==> src/rtl/kernel_sched_pkg.sv <==
// Shared definitions for the kernel-memory read sequencer: geometry of a
// kernel word, the kernel_mem read latency and the sequencer state encoding.
package kernel_sched_pkg;

    localparam int GROUP_NB   = 4;
    localparam int KER_WIDTH  = 16;
    localparam int MEM_AWIDTH = 8;
    localparam int REP_WIDTH  = 16;
    localparam int WORD_W     = GROUP_NB * KER_WIDTH;

    // Cycles from rd_addr_set until kernel_mem presents the word at the base
    // address; must track kernel_mem's read pipeline.
    localparam int PRIME_CYC  = 2;

    typedef enum logic [2:0] {
        ST_IDLE   = 3'd0,
        ST_LOAD   = 3'd1,
        ST_PRIME  = 3'd2,
        ST_STREAM = 3'd3,
        ST_DONE   = 3'd4
    } state_e;

endpackage

==> src/rtl/kernel_sched_if.sv <==
// Job/config handshake and kernel-word stream between the control side
// (master: regfile + convolution engine) and the sequencer (slave).
//
// Handshake: a transfer happens on a clock edge where valid & ready are both
// high. Once valid is raised, the data and side-band (out_last) stay stable
// until the transfer; ready may change freely and never depends on valid
// combinationally from the sequencer side.
interface kernel_sched_if;
    import kernel_sched_pkg::*;

    logic [MEM_AWIDTH-1:0] cfg_base;
    logic [MEM_AWIDTH-1:0] cfg_len_m1;
    logic [REP_WIDTH-1:0]  cfg_rep_m1;
    logic                  cfg_val;
    logic                  cfg_rdy;

    logic [WORD_W-1:0]     out_data;
    logic                  out_val;
    logic                  out_rdy;
    logic                  out_last;
    logic                  done;

    modport master (
        output cfg_base, cfg_len_m1, cfg_rep_m1, cfg_val, out_rdy,
        input  cfg_rdy, out_data, out_val, out_last, done
    );

    modport slave (
        input  cfg_base, cfg_len_m1, cfg_rep_m1, cfg_val, out_rdy,
        output cfg_rdy, out_data, out_val, out_last, done
    );

endinterface

==> src/rtl/kernel_sched.sv <==
// Read-side sequencer for kernel_mem. Takes one job (base, length, repeat
// count), reloads the read pointer at the start of every pass and replays the
// kernel region as a valid/ready stream. Data is passed straight through from
// kernel_mem; kernel_mem advances its own pointer on every pop.
module kernel_sched
    import kernel_sched_pkg::*;
(
    input  logic                  clk,
    input  logic                  rst,
    kernel_sched_if.slave         bus,
    input  logic                  abort,
    input  logic                  wr_busy,
    output logic [MEM_AWIDTH-1:0] ker_rd_addr,
    output logic                  ker_rd_set,
    input  logic [WORD_W-1:0]     ker_rd_data,
    output logic                  ker_rd_pop,
    output state_e                dbg_state
);

    localparam int PRIME_W = $clog2(PRIME_CYC + 1);

    state_e                state_q;
    logic [MEM_AWIDTH-1:0] base_q;
    logic [MEM_AWIDTH-1:0] len_q;
    logic [REP_WIDTH-1:0]  rep_q;
    logic [MEM_AWIDTH-1:0] word_cnt_q;
    logic [REP_WIDTH-1:0]  rep_cnt_q;
    logic [PRIME_W-1:0]    prime_q;
    logic                  done_q;

    logic                  xfer;
    logic                  last_word;

    // A word leaves when the engine takes it; the last word of a pass is
    // identified purely by the in-pass word counter.
    assign xfer      = (state_q == ST_STREAM) && bus.out_rdy;
    assign last_word = (word_cnt_q == len_q);

    // Sequencer FSM and its counters; abort overrides every transition.
    always_ff @(posedge clk or negedge rst) begin
        if (!rst) begin
            state_q    <= ST_IDLE;
            base_q     <= '0;
            len_q      <= '0;
            rep_q      <= '0;
            word_cnt_q <= '0;
            rep_cnt_q  <= '0;
            prime_q    <= '0;
            done_q     <= 1'b0;
        end else if (abort) begin
            state_q    <= ST_IDLE;
            word_cnt_q <= '0;
            rep_cnt_q  <= '0;
            prime_q    <= '0;
            done_q     <= 1'b0;
        end else begin
            case (state_q)
                ST_IDLE: begin
                    done_q <= 1'b0;
                    if (bus.cfg_val) begin
                        base_q     <= bus.cfg_base;
                        len_q      <= bus.cfg_len_m1;
                        rep_q      <= bus.cfg_rep_m1;
                        word_cnt_q <= '0;
                        rep_cnt_q  <= '0;
                        state_q    <= ST_LOAD;
                    end
                end
                ST_LOAD: begin
                    // Pointer load is held off while the write side owns kernel_mem.
                    if (!wr_busy) begin
                        prime_q <= '0;
                        state_q <= ST_PRIME;
                    end
                end
                ST_PRIME: begin
                    if (prime_q == PRIME_W'(PRIME_CYC - 1)) begin
                        prime_q <= '0;
                        state_q <= ST_STREAM;
                    end else begin
                        prime_q <= prime_q + PRIME_W'(1);
                    end
                end
                ST_STREAM: begin
                    if (xfer) begin
                        if (last_word) begin
                            word_cnt_q <= '0;
                            if (rep_cnt_q == rep_q) begin
                                done_q  <= 1'b1;
                                state_q <= ST_DONE;
                            end else begin
                                // Every pass restarts from base, so reload the pointer.
                                rep_cnt_q <= rep_cnt_q + REP_WIDTH'(1);
                                state_q   <= ST_LOAD;
                            end
                        end else begin
                            word_cnt_q <= word_cnt_q + MEM_AWIDTH'(1);
                        end
                    end
                end
                ST_DONE: begin
                    done_q  <= 1'b0;
                    state_q <= ST_IDLE;
                end
                default: begin
                    state_q <= ST_IDLE;
                end
            endcase
        end
    end

    // Output decode from the registered state; stream data is a pass-through.
    assign bus.cfg_rdy  = (state_q == ST_IDLE);
    assign bus.out_val  = (state_q == ST_STREAM);
    assign bus.out_data = ker_rd_data;
    assign bus.out_last = (state_q == ST_STREAM) && last_word;
    assign bus.done     = done_q;

    // kernel_mem read-side controls.
    assign ker_rd_addr = base_q;
    assign ker_rd_set  = (state_q == ST_LOAD) && !wr_busy && !abort;
    assign ker_rd_pop  = (state_q == ST_STREAM) && bus.out_rdy;

    assign dbg_state = state_q;

endmodule

==> src/flat_wrapper.sv <==
// flat-port wrapper written by rule: the top's interface ports become plain ports
module kernel_sched_flat import kernel_sched_pkg::*;
  (clk, rst, abort, wr_busy, ker_rd_addr, ker_rd_set, ker_rd_data, ker_rd_pop, dbg_state, bus_cfg_base, bus_cfg_len_m1, bus_cfg_rep_m1, bus_cfg_val, bus_out_rdy, bus_cfg_rdy, bus_out_data, bus_out_val, bus_out_last, bus_done);
  kernel_sched_if bus_i ();
  input  logic clk;
  input  logic rst;
  input  logic abort;
  input  logic wr_busy;
  output logic [MEM_AWIDTH-1:0] ker_rd_addr;
  output logic ker_rd_set;
  input  logic [WORD_W-1:0] ker_rd_data;
  output logic ker_rd_pop;
  output state_e dbg_state;
  input wire logic [$bits(bus_i.cfg_base)-1:0] bus_cfg_base;
  input wire logic [$bits(bus_i.cfg_len_m1)-1:0] bus_cfg_len_m1;
  input wire logic [$bits(bus_i.cfg_rep_m1)-1:0] bus_cfg_rep_m1;
  input wire logic [$bits(bus_i.cfg_val)-1:0] bus_cfg_val;
  input wire logic [$bits(bus_i.out_rdy)-1:0] bus_out_rdy;
  output wire logic [$bits(bus_i.cfg_rdy)-1:0] bus_cfg_rdy;
  output wire logic [$bits(bus_i.out_data)-1:0] bus_out_data;
  output wire logic [$bits(bus_i.out_val)-1:0] bus_out_val;
  output wire logic [$bits(bus_i.out_last)-1:0] bus_out_last;
  output wire logic [$bits(bus_i.done)-1:0] bus_done;
  assign bus_i.cfg_base = bus_cfg_base;
  assign bus_i.cfg_len_m1 = bus_cfg_len_m1;
  assign bus_i.cfg_rep_m1 = bus_cfg_rep_m1;
  assign bus_i.cfg_val = bus_cfg_val;
  assign bus_i.out_rdy = bus_out_rdy;
  assign bus_cfg_rdy = bus_i.cfg_rdy;
  assign bus_out_data = bus_i.out_data;
  assign bus_out_val = bus_i.out_val;
  assign bus_out_last = bus_i.out_last;
  assign bus_done = bus_i.done;
  kernel_sched u_core (.clk(clk), .rst(rst), .bus(bus_i), .abort(abort), .wr_busy(wr_busy), .ker_rd_addr(ker_rd_addr), .ker_rd_set(ker_rd_set), .ker_rd_data(ker_rd_data), .ker_rd_pop(ker_rd_pop), .dbg_state(dbg_state));
endmodule
==> config.mk <==
export PLATFORM = sky130hd
export DESIGN_NAME = kernel_sched_flat
export DESIGN_NICKNAME = d
export VERILOG_FILES = /design/src/rtl/kernel_sched_pkg.sv /design/src/rtl/kernel_sched_if.sv /design/src/rtl/kernel_sched.sv /design/src/flat_wrapper.sv
export SDC_FILE = /design/constraint.sdc
export NUM_CORES = 1
export LEC_CHECK = 0
export BUFFER_PORTS_ARGS = -buffer_cell sky130_fd_sc_hd__buf_2
export CAP_MARGIN = 5
export CORE_UTILIZATION = 50
export DETAILED_ROUTE_END_ITERATION = 7
export PLACE_DENSITY = 0.95
export SYNTH_ARGS = -nofsm -noshare
export SYNTH_HDL_FRONTEND = slang
export SYNTH_SLANG_ARGS = --single-unit
==> constraint.sdc <==
create_clock -name clk -period 6.1 [get_ports clk]
set_clock_uncertainty 0.1 [all_clocks]
set_input_delay 0.915 -clock clk [delete_from_list [all_inputs] [get_ports clk]]
set_output_delay 0.915 -clock clk [all_outputs]
set_load 0.02 [all_outputs]
Yosys cells after proc, flatten, opt, wreduce, memory -nomap -nowiden
Index checks and enable logic that the tools add are counted.

word-level totals
  bits in registers = 62
  output and inout bits = 81
  logic and storage cells = 71

operators by class
  $add $sub $neg = 3
  equality and inequality tests = 14
  muxes and demuxes = 28
  bitwise operators = 1
  reduce and logical (&&, ||, !) cells = 17

operators by type and width
  operator                                              number
  two-way mux 16 bit                                    5
  two-way mux 8 bit                                     4
  case mux 16 bit (2 select lines)                      1
  two-way mux 3 bit                                     7
  adder 16 x 1 -> 16 bit (second input constant)        1
  equality test 16 bit                                  1
  case mux 8 bit (2 select lines)                       1
  != test 3 bit (second input constant)                 4
  case mux 3 bit (4 select lines)                       1
  AND reduction 5 bit                                   2
  != test 3 x 2 -> 1 bit (second input constant)        3
  nonzero test 3 bit                                    3
  adder 8 x 1 -> 8 bit (second input constant)          1
  equality test 8 bit                                   1
  equality test 3 x 2 -> 1 bit (second input constant)  2
  two-way mux 2 bit                                     3
  AND reduction 3 bit                                   2
  logical AND 1 bit                                     4
  two-way mux 1 bit                                     4
  case mux 2 bit (2 select lines)                       1
  AND reduction 4 bit                                   1
  equality test 3 x 1 -> 1 bit (second input constant)  1
  equality test 3 bit (second input constant)           1
  logical NOT 3 bit                                     1
  7 further kinds                                       8

Longest topological paths before layout
  depth after elaboration = 6
  depth in mapped cells = 8
  depth with buffers taken out = 6

Worst setup path after synthesis
Ideal clock, no wire load.

  kind = input-to-output
  start = in abort
  end = out ker_rd_set
  arrival = 1796 ps
  required time = 5085 ps
  slack = 3289 ps
  stages on the path = 2
  path through = buf_2 -> nor4_1

on the way
  word-level cells in the longest chain between the ends = 2

ends and longest elaborated chain
  what                RTL line             RTL
  start: declaration  flat_wrapper.sv:7    input logic abort;
  logical NOT 1 bit   kernel_sched.sv:121  assign ker_rd_set = (state_q == ST_LOAD) && !wr_busy && !abort;
  logical AND 1 bit   kernel_sched.sv:121
  end: declaration    flat_wrapper.sv:10   output logic ker_rd_set;

No other way between the ends.

Worst setup path in the final report
  start = in bus_out_rdy
  end = reg u_core.rep_cnt_q[12]

on the way
  word-level cells in the longest chain between the ends = 3

ends and longest elaborated chain
  what                           RTL line            RTL
  start: declaration             flat_wrapper.sv:18  input wire logic [$bits(bus_i.out_rdy)-1:0] bus_out_rdy;
  logical AND 1 bit              kernel_sched.sv:36  assign xfer = (state_q == ST_STREAM) && bus.out_rdy;
  != test 3 bit (no line)        --
  AND reduction 5 bit (no line)  --
  end signal: assignment         kernel_sched.sv:93  rep_cnt_q <= rep_cnt_q + REP_WIDTH'(1);
  end: declaration               kernel_sched.sv:27  logic [REP_WIDTH-1:0] rep_cnt_q;

No other way between the ends.
A chain may end at the register's enable or synchronous reset.

==> impl_metrics.csv <==
group,metric,value,unit
status,outcome,"finished, final reports clean",
yosys,ys_async_sr_fraction,1.00,
power,vdd_drop_max,0.256,mV
power,seqPwrFrac,0.417,
setup_path,r2r_end,"u_core.rep_cnt_q[12]$_DFFE_PN0P_",
routing,wl_per_cell,15.6,µm
routing,ant_nets,0,
yosys,avgSynthCellArea,10.3,µm²
hold_path,hp-start,"u_core.prime_q[1]$_DFFE_PN0P_",
floorplan,die_area,7770,µm²
setup_path,cp_max_fo,13,
global_routing,grt_usage,0.191,
layout,area_growth,1.82,%
clock_tree,postCtsHoldBufs,0,
setup_path,start_kind,"input port",
sta,drv_slew,0,
job,maxCapViolations,0,
yosys,synthTopCellsByArea,"dfrtp_1, buf_4, mux2_2",
clock_tree,cts-buffers-inserted,9,
sta,finalSetupViolCount,0,
global_routing,gr-total-overflow,0,
sta,tightest_slew,908,ps
yosys,ys.flop_type,"dfrtp_1",
placement,io_buffers,54,
power,power_switching,0.505,mW
routing,vias,2607,
setup_path,r2r_slack,3370,ps
clock_tree,clockRootBuffer,"clkbuf_8",
global_routing,grt_pass1_wl,11300,µm
floorplan,io_pins,183,
routing,via_per_inst,5.75,
clock_tree,numClockSinks,62,
power,power_density,396,nW/µm²
sta,setup_slack,3270,ps
setup_path,worst_ep_required_time,6280,ps
clock_tree,cts-htree-levels,3,
global_routing,grt_max_degree,63,
layout,drive_gt1_frac,0.339,
clock_tree,cts_tree,"built",
sta,post-route-period-util,0.465,
floorplan,core-area,7210,µm²
yosys,synthesis.nets,463,
yosys,syn-instance-count,359,
hold_path,hold_end,"u_core.prime_q[1]$_DFFE_PN0P_",
layout,n_antenna_cell,0,
power,swShare,0.337,
power,p_clk_frac,0.262,
yosys,syn-cell-area,3710,µm²
placement,pre_cts_ws,2950,ps
clock_tree,path_clk_slew,70,ps
placement,gp_congestion,0.877,
routing,drt_wl_total,7050,µm
layout,layout.nets,453,
floorplan,start_util,0.515,
yosys,synth-edff-count,0,
sta,slew_headroom,0.391,
yosys,synth-seq-cells,62,
placement,dp_hpwl,5050,µm
floorplan,die_h,88.2,µm
setup_path,worstSetupEndpointType,"flip-flop",
global_routing,antenna_found_initial,0,
yosys,synth_cell_types,48,
routing,dr.pass1.iters,5,
setup_path,reg2reg_from,"u_core.dbg_state[0]$_DFFE_PN0P_",
yosys,yosysTopAreaCellShare,0.418,
power,p_int,0.992,mW
yosys,synth_top_area_cell,"dfrtp_1",
clock_tree,post_cts_buffers,0,
sta,rsz0062_at_grt,"false",
yosys,yosys_warnings,0,
routing,drc,0,
sta,fmax,353,MHz
layout,n_fill_cell,636,
clock_tree,clk_latency,340,ps
clock_tree,post_cts_resize_count,0,
global_routing,first_global_vias,2556,
sta,timing_hold_violations_final,0,
routing,drt_iter0_drc,256,
sta,period_minus_slack,2830,ps
power,p_leak,1.64,nW
setup_path,r2r_cells,5,
floorplan,std_cell_rows,31,
setup_path,path_class,"in -> reg",
yosys,synth_seq_area_share,0.418,
hold_path,holdPathStages,1,
sta,setup_tns,0,ps
hold_path,hp-class,"reg -> reg",
power,pwr-share-comb,0.321,
clock_tree,max-clock-path-buffers,2,
floorplan,die_x,88.2,µm
setup_path,crit_arrival,3020,ps
worst max-delay path, stage by stage:
cell	delay (ps)
buf_2	100
and4b_1	240
a311oi_2	780
nor2_1	320
or4_1	580
nand2_1	80
area by class of cell:
cell class | instances | area [µm²] | area share
well taps | 99 | 124 | 0.0328
clock buffers | 10 | 128 | 0.0338
multi-input cells | 215 | 1590 | 0.420
clock inverters | 6 | 86.3 | 0.0228
flip-flops and latches | 62 | 1550 | 0.410
inverters | 5 | 18.8 | 0.00497
repair buffers | 56 | 285 | 0.0755
per-layer routing:
metal  wire [µm]  global-route usage  share of wire  vias up
met5           0                   0              0        -
met4         162               0.109          0.023        0
met3         394              0.0462          0.056       23
met2        3600               0.323           0.51      100
met1        2890               0.221           0.41     1291
li1            -                   -              -     1193
Yosys cell counts, drive strengths merged (2+ instances only):
library cell  instances
dfrtp                62
o21a                  2
o31ai                 6
nand3b                2
nand2                25
o21ai                25
buf                  71
a21oi                14
or3                   5
mux2i                 2
nand3                11
nor2                  6
o211ai                2
ha                    2
or4                   6
nand4                 9
and4                  2
nor4                  2
inv                   5
nor3                 10
and3                  6
clkbuf                6
nand2b                7
xnor2                24
and2                  3
mux2                 32
placed cells by master (no fill, tap or decap), types with 2 or more instances in the layout:
cell type,instances
mux2_2,32
mux2i_1,2
nand4_2,4
and4_4,2
clkbuf_8,9
buf_2,54
a21oi_1,13
nand3_1,11
xnor2_2,3
inv_1,5
ha_1,2
o21ai_0,18
and3_1,3
nand2b_1,7
nor3_1,10
nand3b_1,2
o31ai_1,6
and2_1,3
nand2_1,25
nand4_1,4
or3_1,5
o211ai_1,2
buf_4,2
dfrtp_1,62
xnor2_1,21
or4_1,6
and3_2,3
o21a_1,2
nor2_1,6
o21ai_1,7
bufinv_16,2
clkinv_2,2
logic make-up after synthesis:
logic type / count (synthesis) / share of synthesized area
adders and majority gates: 2 / 0.00674
xor gates and xnor gates: 24 / 0.0627
and+or+nand+nor: 97 / 0.158
DFF: 62 / 0.418
AOI/OAI and AO/OA: 58 / 0.0974
buffers and inverters: 82 / 0.155
muxes: 34 / 0.102
state kept, by name, indices dropped and copies added (netlist names):
register            cells
u_core.bus.done         1
u_core.word_cnt_q       8
u_core.rep_q           16
u_core.prime_q          2
u_core.dbg_state        3
u_core.len_q            8
u_core.rep_cnt_q       16
u_core.ker_rd_addr      8
power groups by stage:
stage          clock network (mW)  registers (mW)  logic, mW
2_1_floorplan                   0           0.642      0.403
3_3_place_gp                    0           0.625      0.460
3_5_place_dp                    0           0.634      0.485
4_1_cts                     0.397           0.627      0.487
5_1_grt                     0.413           0.640      0.520
6_report                    0.392           0.625      0.481
how the worst max path moves through the flow:
stage,start,end,cells after the start
final,bus_out_rdy,u_core.rep_cnt_q[12]$_DFFE_PN0P_,6
after global routing,bus_out_rdy,u_core.rep_cnt_q[12]$_DFFE_PN0P_,6
after CTS,bus_out_rdy,u_core.rep_cnt_q[12]$_DFFE_PN0P_,6
after detailed placement,bus_out_rdy,u_core.rep_cnt_q[12]$_DFFE_PN0P_,6
after global placement,bus_out_rdy,u_core.rep_cnt_q[12]$_DFFE_PN0P_,6
after floorplan,abort,ker_rd_set,2
per-stage QoR:
stage	hold slack [ps]	util	instances	instance area (µm²)	total power, mW
after CTS	397	0.524	453	3780	1.51
after floorplan	355	-	359	3710	1.05
after global placement	377	0.494	437	3570	1.08
after detailed placement	378	0.494	437	3570	1.12
after global routing	418	0.524	453	3780	1.57
final	399	0.524	453	3780	1.50
(Power assumes the default switching activity.)
